`src/rtl/sram_ctrl_pkg.sv`:
```
// -----------------------------------------------------------------------------
// sram_ctrl_pkg
// Shared types and helpers for the asynchronous SRAM port controller.
//   state_t       : access FSM states (IDLE, SETUP, STROBE, DONE)
//   ws_cnt_width  : width of the strobe down-counter for a given wait-state count
//   idx_width     : width of a channel index for a given channel count
//   DEF_*         : default parameter values shared by the interface and modules
// -----------------------------------------------------------------------------
package sram_ctrl_pkg;

   localparam int DEF_ADDR_W      = 19;
   localparam int DEF_DATA_W      = 8;
   localparam int DEF_NUM_CH      = 2;
   localparam int DEF_WAIT_STATES = 1;

   typedef enum logic [1:0] {
      ST_IDLE   = 2'd0,
      ST_SETUP  = 2'd1,
      ST_STROBE = 2'd2,
      ST_DONE   = 2'd3
   } state_t;

   // max(1, clog2(ws+1)): the counter must hold WAIT_STATES itself.
   function automatic int ws_cnt_width(input int ws);
      return (ws < 1) ? 1 : $clog2(ws + 1);
   endfunction

   function automatic int idx_width(input int n);
      return (n <= 1) ? 1 : $clog2(n);
   endfunction

endpackage

```
`src/rtl/sram_port_ctrl_if.sv`:
```
// -----------------------------------------------------------------------------
// sram_port_ctrl_if
// Channel-side request/ack bus of the SRAM port controller.
//   req       : per-channel request level
//   req_we    : per-channel 1=write, 0=read
//   req_addr  : channel i at [i*ADDR_W +: ADDR_W]
//   req_wdata : channel i at [i*DATA_W +: DATA_W]
//   ack       : one-cycle completion pulse, one-hot or zero
//   rdata     : read data, valid while ack is high for a read
//   busy      : controller is not idle
// Modports: master (requesters), slave (controller).
// -----------------------------------------------------------------------------
interface sram_port_ctrl_if
   import sram_ctrl_pkg::*;
#(
   parameter int ADDR_W = DEF_ADDR_W,
   parameter int DATA_W = DEF_DATA_W,
   parameter int NUM_CH = DEF_NUM_CH
);

   logic [NUM_CH-1:0]        req;
   logic [NUM_CH-1:0]        req_we;
   logic [NUM_CH*ADDR_W-1:0] req_addr;
   logic [NUM_CH*DATA_W-1:0] req_wdata;
   logic [NUM_CH-1:0]        ack;
   logic [DATA_W-1:0]        rdata;
   logic                     busy;

   modport master (
      output req, req_we, req_addr, req_wdata,
      input  ack, rdata, busy
   );

   modport slave (
      input  req, req_we, req_addr, req_wdata,
      output ack, rdata, busy
   );

endinterface

```
`src/rtl/sram_arb.sv`:
```
// -----------------------------------------------------------------------------
// sram_arb
// Channel arbiter for the SRAM port controller.
// Build option SRAM_RR_ARB_EN:
//   defined   : round-robin; search starts at (last granted + 1) mod NUM_CH,
//               pointer advances when en is high (grant taken).
//   undefined : fixed priority, lowest index wins; no pointer state and no
//               clk/reset_n/en ports.
// Ports:
//   clk, reset_n : clock / async active-low reset (round-robin build only)
//   en           : grant is being taken this cycle (round-robin build only)
//   req          : per-channel request
//   grant        : one-hot grant (zero when no request)
//   idx          : binary index of the granted channel
// -----------------------------------------------------------------------------
module sram_arb
   import sram_ctrl_pkg::*;
#(
   parameter int NUM_CH = DEF_NUM_CH
)(
`ifdef SRAM_RR_ARB_EN
   input  logic                         clk,
   input  logic                         reset_n,
   input  logic                         en,
`endif
   input  logic [NUM_CH-1:0]            req,
   output logic [NUM_CH-1:0]            grant,
   output logic [idx_width(NUM_CH)-1:0] idx
);

   localparam int IDX_W = idx_width(NUM_CH);

`ifdef SRAM_RR_ARB_EN
   logic [IDX_W-1:0] ptr;

   always_comb begin
      int  c;
      logic found;
      // NOTE: every variable gets a default before any branch so no latch is inferred.
      c     = 0;
      found = 1'b0;
      grant = '0;
      idx   = '0;
      for (int i = 0; i < NUM_CH; i++) begin
         c = int'(ptr) + i;
         if (c >= NUM_CH) c = c - NUM_CH;
         if (!found && req[c]) begin
            found    = 1'b1;
            grant[c] = 1'b1;
            idx      = IDX_W'(c);
         end
      end
   end

   always_ff @(posedge clk or negedge reset_n) begin
      if (!reset_n) begin
         ptr <= '0;
      end else if (en) begin
         ptr <= (idx == IDX_W'(NUM_CH - 1)) ? '0 : idx + IDX_W'(1);
      end
   end
`else
   // Scan downward so the lowest requesting index is the last one written.
   always_comb begin
      grant = '0;
      idx   = '0;
      for (int i = NUM_CH - 1; i >= 0; i--) begin
         if (req[i]) begin
            grant    = '0;
            grant[i] = 1'b1;
            idx      = IDX_W'(i);
         end
      end
   end
`endif

endmodule

```
`src/rtl/sram_port_ctrl.sv`:
```
// -----------------------------------------------------------------------------
// sram_port_ctrl
// Multi-channel controller for an asynchronous byte-wide SRAM. Arbitrates
// NUM_CH request/ack masters and sequences ce_l/oe_l/we_l with a strobe of
// WAIT_STATES+1 clocks: IDLE -> SETUP -> STROBE -> DONE -> IDLE.
// Build option SRAM_RR_ARB_EN selects round-robin arbitration (see sram_arb);
// default build is fixed priority.
// Ports:
//   clk, reset_n : system clock, async active-low reset
//   bus          : channel request/ack bus (sram_port_ctrl_if.slave)
//   sram_a       : SRAM address (changes only on the IDLE->SETUP edge)
//   sram_d_o     : SRAM write data (changes only on the IDLE->SETUP edge)
//   sram_d_oe    : pad drive enable for sram_d_o
//   sram_d_i     : SRAM read data from the pad
//   sram_ce_l/oe_l/we_l : active-low SRAM strobes
// All strobes are registered so the pins never glitch.
// -----------------------------------------------------------------------------
module sram_port_ctrl
   import sram_ctrl_pkg::*;
#(
   parameter int ADDR_W      = DEF_ADDR_W,
   parameter int DATA_W      = DEF_DATA_W,
   parameter int NUM_CH      = DEF_NUM_CH,
   parameter int WAIT_STATES = DEF_WAIT_STATES
)(
   input  logic              clk,
   input  logic              reset_n,
   sram_port_ctrl_if.slave   bus,
   output logic [ADDR_W-1:0] sram_a,
   output logic [DATA_W-1:0] sram_d_o,
   output logic              sram_d_oe,
   input  logic [DATA_W-1:0] sram_d_i,
   output logic              sram_ce_l,
   output logic              sram_oe_l,
   output logic              sram_we_l
);

   localparam int               IDX_W   = idx_width(NUM_CH);
   localparam int               CNT_W   = ws_cnt_width(WAIT_STATES);
   localparam logic [CNT_W-1:0] WS_LOAD = CNT_W'(WAIT_STATES);

   state_t              state, state_nxt;
   logic [CNT_W-1:0]    cnt, cnt_nxt;
   logic                grant_en;
   logic [NUM_CH-1:0]   grant;
   logic [IDX_W-1:0]    grant_idx;
   logic [NUM_CH-1:0]   ch_sel;
   logic                op_we, op_we_nxt;
   logic                ce_l_nxt, oe_l_nxt, we_l_nxt, d_oe_nxt;
   logic [NUM_CH-1:0]   ack_q, ack_nxt;
   logic [DATA_W-1:0]   rdata_q;

   sram_arb #(.NUM_CH(NUM_CH)) u_arb (
`ifdef SRAM_RR_ARB_EN
      .clk     (clk),
      .reset_n (reset_n),
      .en      (grant_en),
`endif
      .req     (bus.req),
      .grant   (grant),
      .idx     (grant_idx)
   );

   // Next-state logic. DONE never looks at req, so a master dropping req on
   // the ack edge cannot start a spurious access.
   always_comb begin
      state_nxt = state;
      cnt_nxt   = cnt;
      grant_en  = 1'b0;
      case (state)
         ST_IDLE: begin
            if (|bus.req) begin
               grant_en  = 1'b1;
               state_nxt = ST_SETUP;
            end
         end
         ST_SETUP: begin
            state_nxt = ST_STROBE;
            cnt_nxt   = WS_LOAD;
         end
         ST_STROBE: begin
            if (cnt == '0) state_nxt = ST_DONE;
            else           cnt_nxt   = cnt - CNT_W'(1);
         end
         ST_DONE: state_nxt = ST_IDLE;
         default: state_nxt = ST_IDLE;
      endcase
   end

   // Strobe values for the state being entered. Write data is driven from
   // SETUP through DONE; oe_l is only low for reads, so d_oe and !oe_l can
   // never coincide, and the IDLE cycle between accesses separates them.
   always_comb begin
      op_we_nxt = grant_en ? bus.req_we[grant_idx] : op_we;
      ce_l_nxt  = (state_nxt == ST_IDLE);
      d_oe_nxt  = op_we_nxt && (state_nxt != ST_IDLE);
      oe_l_nxt  = !(!op_we_nxt && (state_nxt == ST_SETUP || state_nxt == ST_STROBE));
      we_l_nxt  = !(op_we_nxt && state_nxt == ST_STROBE);
      ack_nxt   = (state_nxt == ST_DONE) ? ch_sel : '0;
   end

   always_ff @(posedge clk or negedge reset_n) begin
      if (!reset_n) begin
         state     <= ST_IDLE;
         cnt       <= '0;
         op_we     <= 1'b0;
         ch_sel    <= '0;
         sram_a    <= '0;
         sram_d_o  <= '0;
         sram_d_oe <= 1'b0;
         sram_ce_l <= 1'b1;
         sram_oe_l <= 1'b1;
         sram_we_l <= 1'b1;
         ack_q     <= '0;
         rdata_q   <= '0;
      end else begin
         // NOTE: non-blocking assignments keep every register reading pre-edge values.
         state     <= state_nxt;
         cnt       <= cnt_nxt;
         op_we     <= op_we_nxt;
         sram_d_oe <= d_oe_nxt;
         sram_ce_l <= ce_l_nxt;
         sram_oe_l <= oe_l_nxt;
         sram_we_l <= we_l_nxt;
         ack_q     <= ack_nxt;
         if (grant_en) begin
            ch_sel   <= grant;
            sram_a   <= bus.req_addr[grant_idx*ADDR_W +: ADDR_W];
            sram_d_o <= bus.req_wdata[grant_idx*DATA_W +: DATA_W];
         end
         // Capture on the edge that leaves STROBE, while oe_l is still low.
         if (state == ST_STROBE && state_nxt == ST_DONE && !op_we) begin
            rdata_q <= sram_d_i;
         end
      end
   end

   assign bus.ack   = ack_q;
   assign bus.rdata = rdata_q;
   assign bus.busy  = (state != ST_IDLE);

endmodule

```
`src/flat_wrapper.sv`:
```
// flat-port wrapper written by rule: the top's interface ports become plain ports
module sram_port_ctrl_flat import sram_ctrl_pkg::*;
#(
   parameter int ADDR_W      = DEF_ADDR_W,
   parameter int DATA_W      = DEF_DATA_W,
   parameter int NUM_CH      = DEF_NUM_CH,
   parameter int WAIT_STATES = DEF_WAIT_STATES
)
  (clk, reset_n, sram_a, sram_d_o, sram_d_oe, sram_d_i, sram_ce_l, sram_oe_l, sram_we_l, bus_req, bus_req_we, bus_req_addr, bus_req_wdata, bus_ack, bus_rdata, bus_busy);
  sram_port_ctrl_if #(.ADDR_W(ADDR_W), .DATA_W(DATA_W), .NUM_CH(NUM_CH)) bus_i ();
  input  logic clk;
  input  logic reset_n;
  output logic [ADDR_W-1:0] sram_a;
  output logic [DATA_W-1:0] sram_d_o;
  output logic sram_d_oe;
  input  logic [DATA_W-1:0] sram_d_i;
  output logic sram_ce_l;
  output logic sram_oe_l;
  output logic sram_we_l;
  input wire logic [$bits(bus_i.req)-1:0] bus_req;
  input wire logic [$bits(bus_i.req_we)-1:0] bus_req_we;
  input wire logic [$bits(bus_i.req_addr)-1:0] bus_req_addr;
  input wire logic [$bits(bus_i.req_wdata)-1:0] bus_req_wdata;
  output wire logic [$bits(bus_i.ack)-1:0] bus_ack;
  output wire logic [$bits(bus_i.rdata)-1:0] bus_rdata;
  output wire logic [$bits(bus_i.busy)-1:0] bus_busy;
  assign bus_i.req = bus_req;
  assign bus_i.req_we = bus_req_we;
  assign bus_i.req_addr = bus_req_addr;
  assign bus_i.req_wdata = bus_req_wdata;
  assign bus_ack = bus_i.ack;
  assign bus_rdata = bus_i.rdata;
  assign bus_busy = bus_i.busy;
  sram_port_ctrl #(.ADDR_W(ADDR_W), .DATA_W(DATA_W), .NUM_CH(NUM_CH), .WAIT_STATES(WAIT_STATES)) u_core (.clk(clk), .reset_n(reset_n), .bus(bus_i), .sram_a(sram_a), .sram_d_o(sram_d_o), .sram_d_oe(sram_d_oe), .sram_d_i(sram_d_i), .sram_ce_l(sram_ce_l), .sram_oe_l(sram_oe_l), .sram_we_l(sram_we_l));
endmodule
```
`config.mk`:
```
export PLATFORM = sky130hd
export DESIGN_NAME = sram_port_ctrl_flat
export DESIGN_NICKNAME = d
export VERILOG_FILES = /design/src/rtl/sram_ctrl_pkg.sv /design/src/rtl/sram_port_ctrl_if.sv /design/src/rtl/sram_arb.sv /design/src/rtl/sram_port_ctrl.sv /design/src/flat_wrapper.sv
export SDC_FILE = /design/constraint.sdc
export NUM_CORES = 1
export LEC_CHECK = 0
export CAP_MARGIN = 40
export CORE_MARGIN = 1.5
export CORE_UTILIZATION = 25
export DETAILED_ROUTE_END_ITERATION = 16
export SYNTH_ARGS = -nofsm -noshare
export SYNTH_HDL_FRONTEND = slang
export SYNTH_SLANG_ARGS = --single-unit
```
`constraint.sdc`:
```
create_clock -name clk -period 2.54 [get_ports clk]
set_input_delay 0.381 -clock clk [delete_from_list [all_inputs] [get_ports clk]]
set_output_delay 0.381 -clock clk [all_outputs]
set_load 0.01 [all_outputs]
```
==> results of run 1 <==
[critical path: stages, from the launching register on]
cell and delay (ns):
dfrtp_1 0.42, inv_1 0.11, ha_1 0.38, inv_1 0.09, clkdlybuf4s50_1 0.49
[flip-flops by register name (all words and copies together) (netlist names)]
signal,flops
u_core.sram_we_l,1
u_core.sram_d_oe,1
u_core.bus.ack,2
u_core.sram_d_o,8
u_core.ch_sel,2
u_core.sram_oe_l,1
u_core.bus.rdata,8
u_core.op_we,1
u_core.sram_a,19
u_core.cnt,1
u_core.sram_ce_l,1
u_core.state,2
[metrics by stage]
step	total power (uW)	hold slack, ns	util [%]	area (um^2)
after floorplan	2149	0.08541	-	2090
after global placement	3042	0.3583	40.33	3297
after global routing	3872	0.04661	41.77	3415
final	3599	0.01520	41.77	3415
after CTS	3665	0.01948	41.77	3415
after detailed placement	3080	0.3531	40.33	3297
[area by class of cell]
class                   count  area [um^2]  area share (%)
flip-flops and latches     47         1180           34.55
repair buffers            113         1129           33.05
multi-input cells         118        845.8           24.77
well taps                 105        131.4           3.848
clock buffers               6        82.58           2.418
clock inverters             2        35.03           1.026
inverters                   3        11.26          0.3298
[power groups by stage]
stage	Sequential [uW]	Combinational, uW	Clock [uW]
floorplan	1460	690	0
global placement	1310	1730	0
detailed placement	1320	1760	0
finish	1300	1730	570
CTS	1310	1760	595
global route	1350	1890	626
[worst max path at each step]
stage                          from  slack, ns                   to  cells after the start
CTS                 u_core.state[0]       0.34             bus_busy                      4
detailed placement       bus_req[0]       0.23  u_core.bus.rdata[5]                      4
finish              u_core.state[0]       0.37             bus_busy                      4
floorplan           u_core.state[0]       0.69  u_core.bus.rdata[0]                      6
global placement         bus_req[0]       0.26  u_core.bus.rdata[2]                      4
global route        u_core.state[0]       0.22  u_core.bus.rdata[4]                      5
[synthesized netlist by cell type (2+ instances only)]
cell type,count,area [um^2]
o21a_1,2,15.01
nand2_1,29,108.9
mux2i_1,27,270.3
nand4b_1,2,17.52
buf_4,5,37.54
a21oi_1,2,10.01
inv_1,3,11.26
dfrtp_1,44,1101
ha_1,3,37.54
mux2_2,8,90.09
nand2b_1,2,12.51
dfstp_2,3,78.83
clkbuf_1,5,18.77
and3_1,2,12.51
nor2_1,2,7.510
buf_2,2,10.01
nor3b_1,2,15.01
o21ai_0,27,135.1
[per-layer routing]
layer | global-route usage, % | share of wire [%] | vias up
li1 | - | - | 833
met1 | 13.22 | 43 | 769
met2 | 17.93 | 48 | 56
met3 | 2.657 | 7.1 | 8
met4 | 4.975 | 1.7 | 0
met5 | 0 | 0 | -
[cells by family (layout without fill, tap and decap cells)]
family                     Yosys count  in the layout  share of synthesized area (%)
buffers and inverters               15            124                          3.713
adders and majority gates            3              3                          1.797
and+or+nand+nor                     45             45                          11.62
AOI/OAI and AO/OA                   35             35                          9.162
DFF                                 47             47                          56.47
muxes                               35             35                          17.25
==> summary.txt, run 1 <==
Global routing
  • Pin count of the biggest net entering global routing: 55
  • Total GRT Usage: 10.82%
  • GR Overflow Total: 0
  • Vias in the first global route: 1556
  • Antenna violations before repair: 0
  • First-pass GRT wire length: 7472 um

Yosys
  • EDFF count, synth: 0
  • Synth Cell Area: 2090 um^2
  • Seq/Total Area, Yosys: 56.47%
  • Synth cell types: 28
  • Synth async-reset ratio: 100.0%
  • Syn_area_per_cell: 11.61 um^2
  • Gate Count Post-Synth: 180
  • Syn_nets: 251
  • Main synth FF type: dfrtp_1
  • Synth Register Bits: 47
  • Ys Warns: 0

Timing
  • Unrepaired setup endpoints after global routing: false
  • Pins over their slew limit: 0
  • Final hold violations: 0
  • Max_slew headroom: 54.97%
  • F_max: 461.1 MHz
  • Final setup fails: 0
  • PnR worst setup slack: 0.3714 ns
  • Post-layout minimum cycle time: 2.169 ns
  • Post-Route Skew: 0.004680 ns
  • Total Neg Setup Slack: 0 ns
  • Least-Margin Pin Slew: 0.6702 ns
  • Period utilization: 85.38%

Layout
  • Commonest non-fill, non-tap cell in the layout: clkdlybuf4s50_1
  • Final Instance Count excl. Fillers: 394
  • # fillers: 791
  • Commonest non-fill, non-tap cells in the layout: clkdlybuf4s50_1 (108), dfrtp_1 (44), nand2_1 (29)
  • Area Growth Syn to Fin: 63.41%
  • # diodes: 0
  • Final #Nets: 359
  • Proportion of layout cells with a drive suffix above 1: 10.03%

Power and ir drop
  • Pwr dens: 1054 nW/um^2
  • Power share of the clock group: 15.9%
  • Worst vdd ir: 0.3136 mV
  • Static Leak: 0.001524 uW
  • Switching share of power: 33.27%
  • Net switching power: 1197 uW
  • Comb power frac: 47.9%
  • Int Pwr: 2402 uW
  • Sequential Power Share: 36.2%

Hold path
  • Hold WC Path Type: in2async

Floorplanning
  • Starting Density: 25.56%
  • FP Rows: 33
  • Core region area: 8175 um^2
  • Die extent in x: 94.42 um
  • Die height: 94.42 um
  • IO Count: 110
  • Die area: 8915 um^2

Clock network
  • Worst-path clk slew: 0.09 ns
  • Post_cts resized: 0
  • CTS tree: done
  • Post-CTS Setup Inserts: 0
  • CTS Hold Bufs: 0
  • CTS Buffer Depth: 2
  • Clock sinks: 47
  • H-tree lvl count: 2
  • Clock Tree Root: clkbuf_8
  • Clock Latency Late Sink: 0.29 ns
  • TritonCTS Buffers: 5

Route
  • Drt drc: 0
  • Drt first pass iters: 4
  • ANT nets after route: 0
  • Final WL: 5041 um
  • Via density: 4.228
  • Number of DRC markers in iteration 0: 49
  • Via count: 1666
  • Wire length per cell: 12.79 um

Placement
  • PortBufs: 109
  • Placed cells: 386
  • Hpwl dp: 3809 um
  • GP Congestion: 0.7091
  • Pre-CTS setup slack: 0.2304 ns

Setup path
  • Worst path required time: 2.16 ns
  • Critical Path AT: 1.79 ns
  • Crit Path Category: reg2out
  • Reg2Reg Depth: 5
  • Reg-to-reg slack, setup: 0.44 ns
  • Reg2reg end: u_core.bus.rdata[5]
  • Critical path endpoint category: primary output
  • Reg2reg start: u_core.state[0]
  • CP max FO: 9
  • Startpoint Class: flop

Outcome
  • Status: complete, no violations

Flow run
  • Maxcap violations: 0
No activity file was read; power rests on OpenSTA's default activity.
==> run 2: changes to the inputs <==
--- a/config.mk
+++ b/config.mk
@@ -5,7 +5,7 @@
 export SDC_FILE = /design/constraint.sdc
 export NUM_CORES = 1
 export LEC_CHECK = 0
-export CAP_MARGIN = 40
+export CAP_MARGIN = 20
 export CORE_MARGIN = 1.5
 export CORE_UTILIZATION = 25
 export DETAILED_ROUTE_END_ITERATION = 16
==> results of run 2 <==
Same layout as run 1: the final DEF is identical, and so are final timing and power.
